<file path="src/rtl/pla_mon_pkg.sv">
// -----------------------------------------------------------------------------
// pla_mon_pkg
//
// Shared definitions for the PLA toggle monitor:
//   - mon_state_t : monitor FSM states (EMPTY, ACCUM, REPORT)
//   - N_IN_DEF    : default width of the monitored PLA input vector (v0..v8)
//   - HD_W        : width of a single-sample Hamming distance for N_IN_DEF
//   - SAT_W       : operand width of the generic saturating adder
//   - sat_add()   : saturating add clamped to a caller-chosen counter width
//
// Optional feature macro used by the monitor: PLA_MON_PEAK_EN.
// -----------------------------------------------------------------------------
package pla_mon_pkg;

   typedef enum logic [1:0] {
      EMPTY  = 2'd0,   // no baseline sample held yet
      ACCUM  = 2'd1,   // baseline held, accumulating toggles
      REPORT = 2'd2    // report presented, waiting for the consumer
   } mon_state_t;

   localparam int N_IN_DEF = 9;
   localparam int HD_W     = $clog2(N_IN_DEF + 1);

   // Counters of any width up to SAT_W bits share one adder description.
   localparam int SAT_W = 32;

   // Returns a + b, clamped to the all-ones value of a w-bit counter.
   // The sum is formed one bit wider than the operands so a carry out of
   // SAT_W bits is also caught as an overflow.
   function automatic logic [SAT_W-1:0] sat_add(
      input logic [SAT_W-1:0] a,
      input logic [SAT_W-1:0] b,
      input int unsigned      w
   );
      logic [SAT_W:0] one;
      logic [SAT_W:0] sum;
      logic [SAT_W:0] lim;
      one = (SAT_W + 1)'(1);
      sum = {1'b0, a} + {1'b0, b};
      lim = (one << w) - one;
      if (sum > lim) begin
         return lim[SAT_W-1:0];
      end
      return sum[SAT_W-1:0];
   endfunction

endpackage

</file>
<file path="src/rtl/pla_popcount.sv">
// -----------------------------------------------------------------------------
// pla_popcount
//
// Purely combinational population count. The monitor feeds it the XOR of
// the current and previous PLA input vectors, so the result is the
// Hamming distance between consecutive samples.
//
// Parameters:
//   N_IN : width of the input vector
//   CW   : width of the count output; must hold the value N_IN
//
// Ports:
//   vec  in   N_IN  vector whose set bits are counted
//   cnt  out  CW    number of set bits in vec
// -----------------------------------------------------------------------------
module pla_popcount
   import pla_mon_pkg::*;
#(
   parameter int N_IN = N_IN_DEF,
   parameter int CW   = HD_W
) (
   input  logic [N_IN-1:0] vec,
   output logic [CW-1:0]   cnt
);

   // NOTE: every variable written in an always_comb gets a value before any
   // conditional or loop touches it; otherwise a path that skips the write
   // would have to remember the old value and a latch would be inferred.
   always_comb begin
      cnt = '0;
      for (int i = 0; i < N_IN; i++) begin
         cnt = cnt + CW'(vec[i]);
      end
   end

endmodule

</file>
<file path="src/rtl/pla_toggle_monitor.sv">
// -----------------------------------------------------------------------------
// pla_toggle_monitor
//
// Switching-activity monitor placed downstream of the 9-input / 1-output
// max46 PLA. Every accepted sample is an applied input vector together
// with the PLA output it produced. Between consecutive accepted samples the
// monitor accumulates
//   - input toggles  : Hamming distance between successive input vectors
//   - output toggles : number of changes of the PLA output
//   - samples        : number of samples accepted in the window
// When WINDOW samples have been accepted, or when flush asks for an early
// report of a partial window, the totals are presented on a valid/ready
// report channel for the power-cost estimator.
//
// The very first sample after reset only establishes the baseline; it counts
// as a sample but contributes no toggles. After a report handshake the
// baseline is kept, so the next window's first sample is diffed against the
// last sample of the previous window.
//
// Parameters:
//   N_IN   : width of the monitored input vector
//   WINDOW : samples per report window, 2 .. 2**CNT_W-1
//   CNT_W  : width of every report counter
//
// Ports:
//   clk              in   1      clock, rising edge
//   rst              in   1      synchronous active-high reset
//   in_valid         in   1      sample present on in_vec / in_y
//   in_ready         out  1      monitor can accept a sample
//   in_vec           in   N_IN   PLA input vector, bit i = v_i
//   in_y             in   1      PLA output for in_vec
//   flush            in   1      request an early report of a partial window
//   rpt_valid        out  1      report fields valid and held stable
//   rpt_ready        in   1      consumer accepts the report
//   rpt_in_toggles   out  CNT_W  summed input Hamming distance of the window
//   rpt_out_toggles  out  CNT_W  output toggles of the window
//   rpt_samples      out  CNT_W  samples accepted in the window
//   rpt_peak         out  4      (PLA_MON_PEAK_EN only) largest single-sample
//                                input Hamming distance of the window
//
// Optional feature macro: PLA_MON_PEAK_EN. When it is not defined the
// rpt_peak port and its tracking registers do not exist.
// -----------------------------------------------------------------------------
module pla_toggle_monitor
   import pla_mon_pkg::*;
#(
   parameter int N_IN   = N_IN_DEF,
   parameter int WINDOW = 256,
   parameter int CNT_W  = 16
) (
   input  logic             clk,
   input  logic             rst,
   input  logic             in_valid,
   output logic             in_ready,
   input  logic [N_IN-1:0]  in_vec,
   input  logic             in_y,
   input  logic             flush,
   output logic             rpt_valid,
   input  logic             rpt_ready,
   output logic [CNT_W-1:0] rpt_in_toggles,
   output logic [CNT_W-1:0] rpt_out_toggles,
   output logic [CNT_W-1:0] rpt_samples
`ifdef PLA_MON_PEAK_EN
   ,
   output logic [3:0]       rpt_peak
`endif
);

   localparam int               PC_W    = $clog2(N_IN + 1);
   localparam logic [CNT_W-1:0] WIN_CNT = CNT_W'(WINDOW);

   mon_state_t       state;

   // Baseline: the most recently accepted sample.
   logic [N_IN-1:0]  prev_vec;
   logic             prev_y;

   // Running window totals and their values after the current cycle.
   logic [CNT_W-1:0] in_tog;
   logic [CNT_W-1:0] out_tog;
   logic [CNT_W-1:0] sample_cnt;
   logic [CNT_W-1:0] in_tog_nxt;
   logic [CNT_W-1:0] out_tog_nxt;
   logic [CNT_W-1:0] sample_cnt_nxt;

   logic [PC_W-1:0]  hd;
   logic             accept;
   logic             accum_take;
   logic             go_report;

`ifdef PLA_MON_PEAK_EN
   logic [3:0]       peak;
   logic [3:0]       peak_nxt;
`endif

   pla_popcount #(
      .N_IN (N_IN),
      .CW   (PC_W)
   ) u_popcount (
      .vec (in_vec ^ prev_vec),
      .cnt (hd)
   );

   // Decoded straight from the state register so that a sample offered in
   // the first cycle after reset is taken; forced low while rst is held.
   assign in_ready   = !rst && (state != REPORT);
   assign accept     = in_valid && in_ready;
   assign accum_take = accept && (state == ACCUM);

   // Window totals including the sample accepted this cycle, if any.
   always_comb begin
      in_tog_nxt     = in_tog;
      out_tog_nxt    = out_tog;
      sample_cnt_nxt = sample_cnt;
      if (accum_take) begin
         in_tog_nxt     = CNT_W'(sat_add(SAT_W'(in_tog), SAT_W'(hd), CNT_W));
         out_tog_nxt    = CNT_W'(sat_add(SAT_W'(out_tog), SAT_W'(in_y ^ prev_y), CNT_W));
         sample_cnt_nxt = sample_cnt + CNT_W'(1);
      end
   end

`ifdef PLA_MON_PEAK_EN
   always_comb begin
      peak_nxt = peak;
      if (accum_take && (4'(hd) > peak)) begin
         peak_nxt = 4'(hd);
      end
   end
`endif

   // A sample that arrives together with flush is counted before the
   // report is cut. Window end and flush in the same cycle share this one
   // condition, so only a single report results.
   assign go_report = (state == ACCUM) &&
                      ((accum_take && (sample_cnt_nxt == WIN_CNT)) ||
                       (flush && (sample_cnt_nxt != '0)));

   // NOTE: state registers are written only with non-blocking assignments so
   // every register samples the pre-edge values of all the others, exactly
   // like the flip-flops they describe.
   always_ff @(posedge clk) begin
      if (rst) begin
         state           <= EMPTY;
         prev_vec        <= '0;
         prev_y          <= 1'b0;
         in_tog          <= '0;
         out_tog         <= '0;
         sample_cnt      <= '0;
         rpt_valid       <= 1'b0;
         rpt_in_toggles  <= '0;
         rpt_out_toggles <= '0;
         rpt_samples     <= '0;
`ifdef PLA_MON_PEAK_EN
         peak            <= '0;
         rpt_peak        <= '0;
`endif
      end else begin
         unique case (state)
            EMPTY: begin
               // First sample only sets the baseline; flush has no effect.
               if (accept) begin
                  prev_vec   <= in_vec;
                  prev_y     <= in_y;
                  sample_cnt <= CNT_W'(1);
                  state      <= ACCUM;
               end
            end

            ACCUM: begin
               in_tog     <= in_tog_nxt;
               out_tog    <= out_tog_nxt;
               sample_cnt <= sample_cnt_nxt;
`ifdef PLA_MON_PEAK_EN
               peak       <= peak_nxt;
`endif
               if (accept) begin
                  prev_vec <= in_vec;
                  prev_y   <= in_y;
               end
               if (go_report) begin
                  state           <= REPORT;
                  rpt_valid       <= 1'b1;
                  rpt_in_toggles  <= in_tog_nxt;
                  rpt_out_toggles <= out_tog_nxt;
                  rpt_samples     <= sample_cnt_nxt;
`ifdef PLA_MON_PEAK_EN
                  rpt_peak        <= peak_nxt;
`endif
               end
            end

            REPORT: begin
               // Report fields hold until the consumer takes them. The
               // baseline is deliberately left untouched.
               if (rpt_ready) begin
                  state           <= ACCUM;
                  rpt_valid       <= 1'b0;
                  in_tog          <= '0;
                  out_tog         <= '0;
                  sample_cnt      <= '0;
                  rpt_in_toggles  <= '0;
                  rpt_out_toggles <= '0;
                  rpt_samples     <= '0;
`ifdef PLA_MON_PEAK_EN
                  peak            <= '0;
                  rpt_peak        <= '0;
`endif
               end
            end

            default: begin
               state <= EMPTY;
            end
         endcase
      end
   end

endmodule

</file>
<file path="config.mk">
export PLATFORM = sky130hd
export DESIGN_NAME = pla_toggle_monitor
export DESIGN_NICKNAME = d
export VERILOG_FILES = /design/src/rtl/pla_mon_pkg.sv /design/src/rtl/pla_popcount.sv /design/src/rtl/pla_toggle_monitor.sv
export SDC_FILE = /design/constraint.sdc
export NUM_CORES = 1
export LEC_CHECK = 0
export CORE_MARGIN = 3
export CORE_UTILIZATION = 54
export DETAILED_ROUTE_END_ITERATION = 12
export DONT_BUFFER_PORTS = 1
export PLACE_DENSITY = 0.8
export SLEW_MARGIN = 5
export SYNTH_ARGS = -nofsm -noshare
export SYNTH_HDL_FRONTEND = slang
export SYNTH_HIERARCHICAL = 1
export SYNTH_SLANG_ARGS = --single-unit
</file>
<file path="constraint.sdc">
create_clock -name clk -period 8.8 [get_ports clk]
set_input_delay 1.76 -clock clk [delete_from_list [all_inputs] [get_ports clk]]
set_output_delay 1.76 -clock clk [all_outputs]
set_load 0.02 [all_outputs]
</file>
==> out/results.ini <==
[status]
status=complete, no violations

[logic_synthesis]
syn-cell-area_um2=6460
synthTopCellsByArea=dfxtp_1 34%, a21oi_1 6.0%, nor2_1 4.9%
yosysWarnings=6
ys_seq_elements=109
postSynth.asyncResetShare_pct=0
syn_avg_cell_area_um2=8.34
synth_nets=809
synth_most_common_cell=dfxtp_1
synth_adder_area_share_pct=4.38
synth_top_family_by_area=simple AND/OR/NAND/NOR gates
synth_edf_count=0
ys_seq_area_share_pct=33.8
synthMuxAreaShare_pct=8.27
synth_top_flop_cell=dfxtp_1
synth_common_cells=109 x dfxtp_1, 84 x nor2_1, 77 x a21oi_1
synth_compound_area_share_pct=19.5
yosys.area.top_type=dfxtp_1
synth_cells=775
synth.distinct_cells=60
synth_xor_area_share_pct=5.01
yosysTopAreaCellShare_pct=33.8
synth-simple-area-share_pct=23.1

[placed_design]
dp_cells=862
dpl_worst_slack_ns=2.30
globalplace.congestion=0.943
numPortBuffers=0
placed_area_um2=6440
dp_hpwl_um=10300

[floorplan]
die-height_um=115
die_w_um=115
rows=39
die_area_um2=13300
start_util_pct=55.9
coreArea_um2=11600
ios=65

[final_layout]
final_cell_area_um2=6710
drive_gt1_share_pct=6.94
fill_cells=1013
syn2layout_area_growth_pct=3.87
fin_nets=764
multi_input_area_um2=3910
layout.cells.non_filler=878
antenna_cells=0
seq_area_um2=2180

[sta]
worst_slew_pin_slew_ns=1.22
period_share_pct=70.8
max_freq_mhz=160
finalHoldViolCount=0
timing.final.ws_setup_ns=2.57
max_slew_margin_pct=18.2
tns_ns=0
drv_slew=0
rsz0062_at_grt=no
setup_viol_count_final=0
min_period_ns=6.23
fin_worst_skew_ns=0.00825

[worst_hold_path]
hold_path_class=flop to flop
hold_path_depth=2
min_from=out_tog[15]$_SDFFE_PP0P_
whs_endpoint=out_tog[15]$_SDFFE_PP0P_

[power_and_ir_drop]
swShare_pct=37.3
powerDensity_nw_per_um2=208
p_leak_nw=2.52
p_comb_share_pct=33.9
clock_power_share_pct=27.3
cellInternalPower_uw=875
p_seq_share_pct=38.8
switchingPower_uw=521
ir_worst_vdd_mv=0.117

[critical_path]
endpoint_kind=flop
cp-start-kind=primary input
r2r_slack_ns=3.12
arrival_ns=6.47
r2r-end=rpt_samples[12]$_SDFFE_PP0P_
worst_ep_required_time_ns=9.03
path_class=primary input to flop
r2r_start=state[1]$_SDFFE_PP0P_
path_max_fanout=6
reg2reg_depth=10

[clock_network]
post-cts-setup-buffer-count=0
cts_buffer_depth=2
clk_pin_slew_worst_paths_ns=0.07
cts_root_buf=clkbuf_16
post_cts_resize_count=0
cts_hold_repair.buffers=0
cts_made_buffers=9
cts_tree=done
clkLatencyLatePin_ns=0.35
cts.sinks=109
cts_htree_levels=3

[global_routing]
grt_pass1_wl_um=24900
overflow=0
grt_pass1_vias=5268
grt_usage_pct=22.6
antenna_found_initial=0
grt_max_degree=133

[drt]
antenna_left=0
drtPass1Iterations=5
vias=5654
wirelength_um=15200
drc=0
first_iter_violations=357
wire_per_inst_um=17.3
vias_per_cell=6.44

[flow_run]
max-cap-violations=0

[cells by family after synthesis]
kind of cell / count (synthesis)
compound gates: 189
xor+xnor: 37
fa+ha+maj: 19
buf+inv: 95
flops: 109
mux: 47
simple gates: 279
[power by group through the flow]
stage	registers, mW	clock network, mW	logic, mW
global route	0.544	0.412	0.526
floorplan	0.547	0	0.391
finish	0.541	0.381	0.473
detailed placement	0.552	0	0.468
CTS	0.541	0.388	0.472
global placement	0.551	0	0.449
[worst max-delay path by stage]
stage / start / endpoint / slack, ns / cells after the start
3_5_place_dp: in_vec[0] / rpt_in_toggles[5]$_SDFFE_PP0P_ / 2.30 / 15
4_1_cts: in_vec[0] / rpt_in_toggles[5]$_SDFFE_PP0P_ / 2.67 / 15
6_report: in_vec[0] / rpt_in_toggles[5]$_SDFFE_PP0P_ / 2.57 / 15
2_1_floorplan: in_vec[0] / rpt_in_toggles[8]$_SDFFE_PP0P_ / 2.71 / 17
5_1_grt: rst / rpt_samples[12]$_SDFFE_PP0P_ / 2.28 / 8
3_3_place_gp: in_vec[0] / rpt_in_toggles[5]$_SDFFE_PP0P_ / 2.40 / 15
[metrics by stage]
stage               power, mW  utilization (%)  hold WS (ns)
finish                   1.40             58.0         0.492
global route             1.48             58.0         0.521
CTS                      1.40             58.0         0.490
detailed placement       1.02             55.7         0.481
global placement        0.999             55.7         0.475
floorplan               0.938                -         0.454
[worst max-delay path, stage by stage]
cell,delay [ns]
xor2_1,0.12
inv_1,0.07
fa_1,0.55
fa_1,0.43
fa_1,0.46
fa_1,0.45
fa_1,0.50
inv_1,0.06
ha_1,0.27
a21o_1,0.20
a211oi_1,0.78
nor3_1,0.15
o21ai_0,0.28
a21oi_1,0.12
mux2_4,0.27
[registers in the layout, summed over array words and instances, names as in the netlist, 2 cells and up]
name / cells
in_tog: 16
out_tog: 16
rpt_in_toggles: 16
rpt_out_toggles: 16
rpt_samples: 16
sample_cnt: 16
prev_vec: 9
state: 2
[layer usage]
metal | wire, um | track usage (%) | up-vias
met5 | 0 | 0 | -
met3 | 1140 | 6.00 | 19
met2 | 7310 | 38.5 | 201
li1 | - | - | 2716
met1 | 6560 | 28.2 | 2718
met4 | 201 | 6.49 | 0
[cells in the final DEF (no fill, tap or decap), drive strengths merged, types with 6 or more instances in the layout]
master / count
a22oi: 14
a211oi: 6
nor2b: 23
nor3: 15
ha: 13
xor2: 21
nor2: 84
a211o: 6
mux2: 18
o31ai: 14
xnor2: 16
or3: 7
inv: 34
and4: 12
nand2: 34
o21ai: 23
nand4: 25
nor4: 16
nand3: 19
and3: 7
a2111oi: 23
mux2i: 29
clkbuf: 11
nand2b: 23
fa: 6
a21oi: 77
dfxtp: 109
[final cells by class]
class / count / share of cell area [%]
Clock buffer: 11 / 3.62
Clock inverter: 5 / 0.503
Inverter: 34 / 1.90
Multi-Input combinational cell: 571 / 58.2
Sequential cell: 109 / 32.5
Tap cell: 143 / 2.67
Timing Repair Buffer: 5 / 0.559
Power figures use the tool's default switching activity.
